### config.mk
export PLATFORM = sky130hd
export DESIGN_NAME = c64_bus_glue
export DESIGN_NICKNAME = d
export VERILOG_FILES = /design/src/rtl/c64_bus_glue.sv
export SDC_FILE = /design/constraint.sdc
export NUM_CORES = 1
export LEC_CHECK = 0
export BUFFER_PORTS_ARGS = -buffer_cell sky130_fd_sc_hd__buf_2
export CAP_MARGIN = 25
export CORE_MARGIN = 1.5
export CORE_UTILIZATION = 39
export DETAILED_ROUTE_END_ITERATION = 8
export HOLD_SLACK_MARGIN = 0.03
export PLACE_DENSITY = 0.86
export SYNTH_ARGS = -nofsm -noshare
export SYNTH_HDL_FRONTEND = slang
export SYNTH_SLANG_ARGS = --single-unit
### constraint.sdc
create_clock -name dot_clk -period 9.8 [get_ports dot_clk]
set_input_delay 1.96 -clock dot_clk [delete_from_list [all_inputs] [get_ports dot_clk]]
set_output_delay 1.96 -clock dot_clk [all_outputs]
set_load 0.01 [all_outputs]
### src/rtl/c64_bus_glue.sv
// c64_bus_glue: phi2 divider, CPU/DMA address mux, PLA bank decode and CPU read-data mux
module c64_bus_glue #(
    parameter int          DIV      = 8,
    parameter logic [7:0]  OPEN_BUS = 8'hFF
) (
    input  logic        dot_clk,
    input  logic        reset,
    input  logic [15:0] cpu_a,
    input  logic        cpu_rw,
    input  logic [15:0] Ai,
    input  logic        RW,
    input  logic        DMA,
    input  logic [2:0]  port_bits,
    input  logic        GAME_n,
    input  logic        EXTROM_n,
    input  logic [7:0]  Di,
    input  logic [7:0]  ram_q,
    input  logic [7:0]  basic_q,
    input  logic [7:0]  kernal_q,
    input  logic [7:0]  char_q,
    input  logic [7:0]  io_q,
    output logic        phi2,
    output logic [15:0] Ao,
    output logic        bus_rw,
    output logic        ram_cs,
    output logic        basic_cs,
    output logic        kernal_cs,
    output logic        char_cs,
    output logic        io_cs,
    output logic        ROML,
    output logic        ROMH,
    output logic [7:0]  cpu_di,
    output logic [7:0]  d_latched
);
    localparam int CW = $clog2(DIV);

    logic [CW-1:0] cnt_q, cnt_d;
    logic          phi2_q, phi2_d;
    logic [7:0]    d_latched_q, d_latched_d;
    logic          ultimax, cart8, cart16, loram, hiram, charen, en;
    logic [3:0]    pg;
    logic          dec_ram, dec_basic, dec_kernal, dec_char, dec_io, dec_roml, dec_romh;

    always_comb begin
        Ao      = DMA ? Ai : cpu_a;
        bus_rw  = DMA ? RW : cpu_rw;
        pg      = Ao[15:12];
        ultimax = !GAME_n && EXTROM_n;
        cart8   = GAME_n && !EXTROM_n;
        cart16  = !GAME_n && !EXTROM_n;
        loram   = port_bits[0];
        hiram   = port_bits[1];
        charen  = port_bits[2];
    end

    always_comb begin
        dec_ram    = 1'b0;
        dec_basic  = 1'b0;
        dec_kernal = 1'b0;
        dec_char   = 1'b0;
        dec_io     = 1'b0;
        dec_roml   = 1'b0;
        dec_romh   = 1'b0;
        if (ultimax) begin
            dec_ram  = pg == 4'h0;
            dec_roml = pg == 4'h8 || pg == 4'h9;
            dec_io   = pg == 4'hD;
            dec_romh = pg >= 4'hE;
        end else if (pg == 4'h8 || pg == 4'h9) begin
            dec_roml = (cart8 || cart16) && loram && hiram;
            dec_ram  = !dec_roml;
        end else if (pg == 4'hA || pg == 4'hB) begin
            dec_romh  = cart16 && hiram;
            dec_basic = !dec_romh && loram && hiram;
            dec_ram   = !dec_romh && !dec_basic;
        end else if (pg == 4'hD) begin
            dec_io   = (loram || hiram) && charen;
            dec_char = (loram || hiram) && !charen;
            dec_ram  = !(loram || hiram);
        end else if (pg >= 4'hE) begin
            dec_kernal = hiram;
            dec_ram    = !hiram;
        end else begin
            dec_ram = 1'b1;
        end
        // writes never reach ROMs: they land in RAM underneath, except in ultimax where ROM/open areas take nothing
        if (!bus_rw) begin
            dec_ram    = ultimax ? pg == 4'h0 : !dec_io;
            dec_basic  = 1'b0;
            dec_kernal = 1'b0;
            dec_char   = 1'b0;
            dec_roml   = 1'b0;
            dec_romh   = 1'b0;
        end
    end

    always_comb begin
        en        = phi2_q && reset;
        ram_cs    = en && dec_ram;
        basic_cs  = en && dec_basic;
        kernal_cs = en && dec_kernal;
        char_cs   = en && dec_char;
        io_cs     = en && dec_io;
        ROML      = en && dec_roml;
        ROMH      = en && dec_romh;
        cpu_di    = !bus_rw     ? OPEN_BUS :
                    ram_cs      ? ram_q    :
                    basic_cs    ? basic_q  :
                    kernal_cs   ? kernal_q :
                    char_cs     ? char_q   :
                    io_cs       ? io_q     :
                    ROML || ROMH ? Di      : OPEN_BUS;
        cnt_d       = cnt_q == CW'(DIV - 1) ? '0 : cnt_q + CW'(1);
        phi2_d      = cnt_d >= CW'(DIV / 2);
        d_latched_d = (phi2_q && !phi2_d && bus_rw) ? cpu_di : d_latched_q;
        phi2        = phi2_q;
        d_latched   = d_latched_q;
    end

    always_ff @(posedge dot_clk) begin
        if (!reset) begin
            cnt_q       <= '0;
            phi2_q      <= 1'b0;
            d_latched_q <= 8'h00;
        end else begin
            cnt_q       <= cnt_d;
            phi2_q      <= phi2_d;
            d_latched_q <= d_latched_d;
        end
    end
endmodule

Yosys cells after proc, flatten, opt, wreduce, memory -nomap -nowiden

Index checks and enable logic that the tools add are counted.
Widths: inputs -> output; s select.

Register bits: 12
Latch bits: 0
RAM bits: 0
ROM bits: 0
Output and inout bits: 41
Memories kept: 0

$add $sub $neg: 1
Multipliers: 0
Divide/modulo/power cells: 0
Order comparisons: 2
Equal/unequal tests: 6
Shift-type cells: 0
Mux-type cells: 43
Bitwise logic cells: 0
Reductions and logical operators: 37

Operators with widths:

| kind                | number |
|---|---|
| $mux 8              | 7 |
| $mux 1              | 34 |
| $logic_and 1x1->1   | 21 |
| $eq 4x4->1 const B  | 5 |
| $mux 16             | 1 |
| $logic_not 1->1     | 10 |
| $logic_or 1x1->1    | 5 |
| $ge 4x4->1 const B  | 1 |
| $logic_not 4->1     | 1 |
| $add 3x1->3 const B | 1 |
| $eq 3x3->1 const B  | 1 |
| $ge 3x3->1 const B  | 1 |
| $mux 3              | 1 |

Logic depth before layout (Yosys ltp)

Depth after elaboration: 17
Mapped depth: 10

Least setup slack after synthesis

Ideal clock, no wire load.

Path type: input to output
From: in DMA
To: out cpu_di[0]
Data arrival time: 3909 ps
Data required time: 7840 ps
Path slack: 3931 ps
Stages: 10
Path buffers: 3
Cells stage by stage: buf_6 > buf_6 > nand2_1 > o21ai_0 > or4_1 > a21o_1 > a211o_1 > buf_6 > a2bb2oi_1 > or2_1

Longest elaborated chain between the ends: 16

Ends and longest elaborated chain:

| what               | line | RTL |
|---|---|---|
| start: declaration | 12   | `input logic DMA,` |
| $mux 16 *          | 45   | `Ao = DMA ? Ai : cpu_a;` |
| via Ao[15]         | 23   | `output logic [15:0] Ao,` |
| $eq 4x4->1         | 72   | `end else if (pg == 4'hA \|\| pg == 4'hB) begin` |
| $logic_or 1x1->1   | 72   |  |
| $mux 1             | 72   |  |
| $mux 1             | 69   | `end else if (pg == 4'h8 \|\| pg == 4'h9) begin` |
| $mux 1             | 64   | `if (ultimax) begin` |
| $mux 1             | 87   | `if (!bus_rw) begin` |
| $logic_and 1x1->1  | 105  | `ROMH = en && dec_romh;` |
| $logic_or 1x1->1   | 112  | `ROML \|\| ROMH ? Di : OPEN_BUS;` |
| $mux 8             | 112  |  |
| $mux 8             | 111  | `io_cs ? io_q :` |
| $mux 8             | 110  | `char_cs ? char_q :` |
| $mux 8             | 109  | `kernal_cs ? kernal_q :` |
| $mux 8             | 108  | `basic_cs ? basic_q :` |
| $mux 8 *           | 107  | `ram_cs ? ram_q :` |
| $mux 8 *           | 106  | `cpu_di = !bus_rw ? OPEN_BUS :` |
| end: declaration   | 32   | `output logic [7:0] cpu_di,` |

Mark *: on every way through the listed nets, which the timed path passes. The rest lies on a longest branch.

Worst setup path in the final report

From: in DMA
To: out cpu_di[5]

Longest elaborated chain between the ends: 16

Ends and longest elaborated chain:

| what              | line |
|---|---|
| $mux 16           | 45 |
| $eq 4x4->1        | 72 |
| $logic_or 1x1->1  | 72 |
| $mux 1            | 72 |
| $mux 1            | 69 |
| $mux 1            | 64 |
| $mux 1            | 87 |
| $logic_and 1x1->1 | 105 |
| $logic_or 1x1->1  | 112 |
| $mux 8            | 112 |
| $mux 8            | 111 |
| $mux 8            | 110 |
| $mux 8            | 109 |
| $mux 8            | 108 |
| $mux 8            | 107 |
| $mux 8 *          | 106 |

Mark *: on every way between the ends. The rest lies on a longest branch, timed or not.

==> flow_metrics.env <==
export IMPL_antenna_left=0
export IMPL_ir_worst_vdd_mv=0.0777
export IMPL_grt_max_degree=27
export IMPL_hold_class="register to register"
export IMPL_cp_required_ns=7.84
export IMPL_insertion_delay_ns=0.27
export IMPL_num_rows=21
export IMPL_wl_met2_um=2520
export IMPL_critPathKind="primary input to output port"
export IMPL_grt_remaining_overflow=0
export IMPL_antenna_found_initial=0
export IMPL_synth_warnings=0
export IMPL_slew_headroom=0.430
export IMPL_dr_max_layer_used="met4"
export IMPL_dp_hpwl_um=4120
export IMPL_fin_crit_sh=0.688
export IMPL_synth_cell_types=46
export IMPL_netlist_area_mm2=0.00134
export IMPL_hold_buffers=0
export IMPL_p_leak_nw=1.04
export IMPL_antenna_cells=0
export IMPL_area_growth_pct=51.0
export IMPL_fin_tns_setup_ns=0
export IMPL_finalCriticalPeriod_ns=6.75
export IMPL_core_mm2=0.00331
export IMPL_clk_pin_slew_worst_paths_ns=0.06
export IMPL_clock_sinks=11
export IMPL_cts_max_level=1
export IMPL_wl_um=5040
export IMPL_drt_first_iter_violations=97
export IMPL_timing_fmax_mhz=148
export IMPL_synth_nets=255
export IMPL_status="finished, final reports clean"
export IMPL_num_fill_cells=337
export IMPL_place_area_mm2=0.00200
export IMPL_die_h_um=61.7
export IMPL_synthFlopType="dfxtp_1"
export IMPL_cp_start_kind="primary input"
export IMPL_wl_met1_um=2180
export IMPL_grt_pass1_wl_um=6930
export IMPL_postCtsSetupBuffers=0
export IMPL_avgSynthCellArea_um2=8.29
export IMPL_met3_length_um=261
export IMPL_wire_per_inst_um=15.1
export IMPL_setup_viol_count_final=0
export IMPL_tritoncts="done"
export IMPL_dr_pass1_iters=4
export IMPL_final_cells=335
export IMPL_critical_path_slowest_cell="mux2i_1"
export IMPL_drv_cap=0
export IMPL_synth_enable_flop_cells=0
export IMPL_drive_above_1_share=0.557
export IMPL_power_density_mw_per_mm2=65.2
export IMPL_first_global_vias=1513
export IMPL_worst_slew_pin_slew_ns=0.831
export IMPL_cp_num_buf_inv=3
export IMPL_portBuffers=130
export IMPL_endpoint_kind="output port"
export IMPL_skew_ns=0.00379
export IMPL_rsz0062_at_grt="false"
export IMPL_die_width_um=61.7
export IMPL_final_core_util=0.613
export IMPL_finalInstanceArea_mm2=0.00203
export IMPL_initial_core_util=0.406
export IMPL_clockBufferDepth=2
export IMPL_async_flop_share=0
export IMPL_cts_made_buffers=3
export IMPL_final_max_slew_viol_count=0
export IMPL_io_pins=131
export IMPL_dieArea_mm2=0.00381
export IMPL_grt_usage=0.242
export IMPL_vias=1836
export IMPL_nets=383
export IMPL_critPathTopFamily="buffers and inverters"
export IMPL_hold_viol=0
export IMPL_worstPathCellList="buf_2 -> mux2i_1 -> inv_1 -> nor4_1 -> and3_1 -> a211o_1 -> a2bb2oi_1 -> or2_1 -> buf_2"
export IMPL_ys_seq_area_frac=0.164
export IMPL_drc=0
export IMPL_cp_slowest_stage_delay_ns=0.77
export IMPL_synthCells=162
export IMPL_crit_arrival_ns=4.79
export IMPL_path_max_fanout=26
export IMPL_worst_path_most_repeated_cell="buf_2"
export IMPL_cts_root_buf="clkbuf_4"
export IMPL_viasPerCell=5.48
export IMPL_ys_seq_elements=11
export IMPL_gp_congestion=0.899
export IMPL_cts_resized=0
export IMPL_dpl_cell_count=331
[Yosys cell counts (2+ instances only)]
| master | instances | area share |
|---|---|---|
| mux2_2 | 13 | 0.11 |
| dfxtp_1 | 11 | 0.16 |
| inv_1 | 11 | 0.031 |
| o21ai_0 | 9 | 0.034 |
| o221a_2 | 8 | 0.067 |
| a22oi_1 | 7 | 0.039 |
| nand2_1 | 7 | 0.020 |
| or2_1 | 7 | 0.033 |
| a22o_1 | 6 | 0.039 |
| a2bb2oi_1 | 6 | 0.039 |
| nand3_1 | 6 | 0.022 |
| o221ai_1 | 6 | 0.039 |
| nor2_1 | 5 | 0.014 |
| or3_1 | 5 | 0.023 |
| and2_1 | 4 | 0.019 |
| nand3b_1 | 4 | 0.022 |
| buf_6 | 3 | 0.025 |
| clkbuf_1 | 3 | 0.0084 |
| ha_1 | 3 | 0.028 |
| a211o_1 | 2 | 0.013 |
| a31oi_1 | 2 | 0.0093 |
| and3_1 | 2 | 0.0093 |
| mux2i_1 | 2 | 0.015 |
| nand2b_1 | 2 | 0.0093 |
| nand4_1 | 2 | 0.0093 |
| nor2b_1 | 2 | 0.0093 |
| nor3_1 | 2 | 0.0074 |
| nor3b_1 | 2 | 0.011 |
| o2111ai_1 | 2 | 0.013 |
| or3b_2 | 2 | 0.013 |
[metal layers]
layer,global-route usage,up-vias
met4,0.0821,0
met2,0.368,54
met3,0.0269,10
met5,0,-
li1,-,893
met1,0.354,879
[stage by stage]
stage	hold WS, ns	setup WS [ns]	total power, W
after floorplan	0.403	3.93	0.0000733
after global placement	0.416	3.26	0.000100
after detailed placement	0.419	3.12	0.000102
after CTS	0.428	3.08	0.000132
after global routing	0.449	2.88	0.000139
final	0.427	3.05	0.000132
[logic make-up (layout without fill, tap and decap cells)]
logic type / Yosys count / count (layout) / synth area share
compound gates: 54 / 54 / 0.330
fa+ha+maj: 3 / 3 / 0.0279
buf+inv: 19 / 146 / 0.0698
flops: 11 / 11 / 0.164
mux: 17 / 17 / 0.152
simple gates: 58 / 58 / 0.257
[report_power, final]
| group | internal [W] | leakage [nW] | switching [W] |
|---|---|---|---|
| Combinational | 0.0000285 | 0.936 | 0.0000263 |
| Sequential | 0.0000459 | 0.0892 | 0.000000862 |
| Clock | 0.0000158 | 0.0150 | 0.0000150 |
| Total | 0.0000901 | 1.04 | 0.0000422 |
[worst register-to-register path, stage by stage (launching register included)]
cell and delay (ns):
dfxtp_1 0.44, nand2_1 0.14, nor2_1 0.22, nand3_1 0.21, nor2_1 0.47, a22oi_1 0.17, a2bb2oi_1 0.28, a22o_1 0.20
[cell usage in the layout (no fill, tap or decap), types with 3 or more instances in the layout]
cell       synthesis  final
o21ai_0            9      9
clkbuf_4           0      3
dfxtp_1           11     11
a22o_1             6      6
or2_1              7      7
o221a_2            8      8
ha_1               3      3
o221ai_1           6      6
nor2_1             5      5
nand3b_1           4      4
buf_2              0    130
or3_1              5      5
mux2_2            13     13
and2_1             4      4
inv_1             11     11
nand2_1            7      7
a2bb2oi_1          6      6
a22oi_1            7      7
nand3_1            6      6
[area by class of cell]
cell class	count	area [um^2]	share of cell area
sequential	11	220	0.109
clock buffer	4	26.3	0.0129
inverter	12	45.0	0.0222
timing repair buffer	130	651	0.321
tap	46	57.6	0.0284
multi-input combinational	132	1030	0.507
[flip-flops by register name (all words and copies together), names as in the netlist]
name and count:
d_latched 8, cnt_q 3
[worst paths after layout]
| path | start | end | slack (ns) | depth (start not counted) |
|---|---|---|---|---|
| max reg2reg | cnt_q[2]$_SDFF_PN0_ | d_latched[5]$_SDFFE_PN0P_ | 7.61 | 7 |
| min | cnt_q[0]$_SDFF_PN0_ | cnt_q[0]$_SDFF_PN0_ | 0.43 | 1 |
| max | DMA | cpu_di[5] | 3.05 | 9 |
| min reg2reg | cnt_q[0]$_SDFF_PN0_ | cnt_q[0]$_SDFF_PN0_ | 0.43 | 1 |
Power figures use the tool's default switching activity.
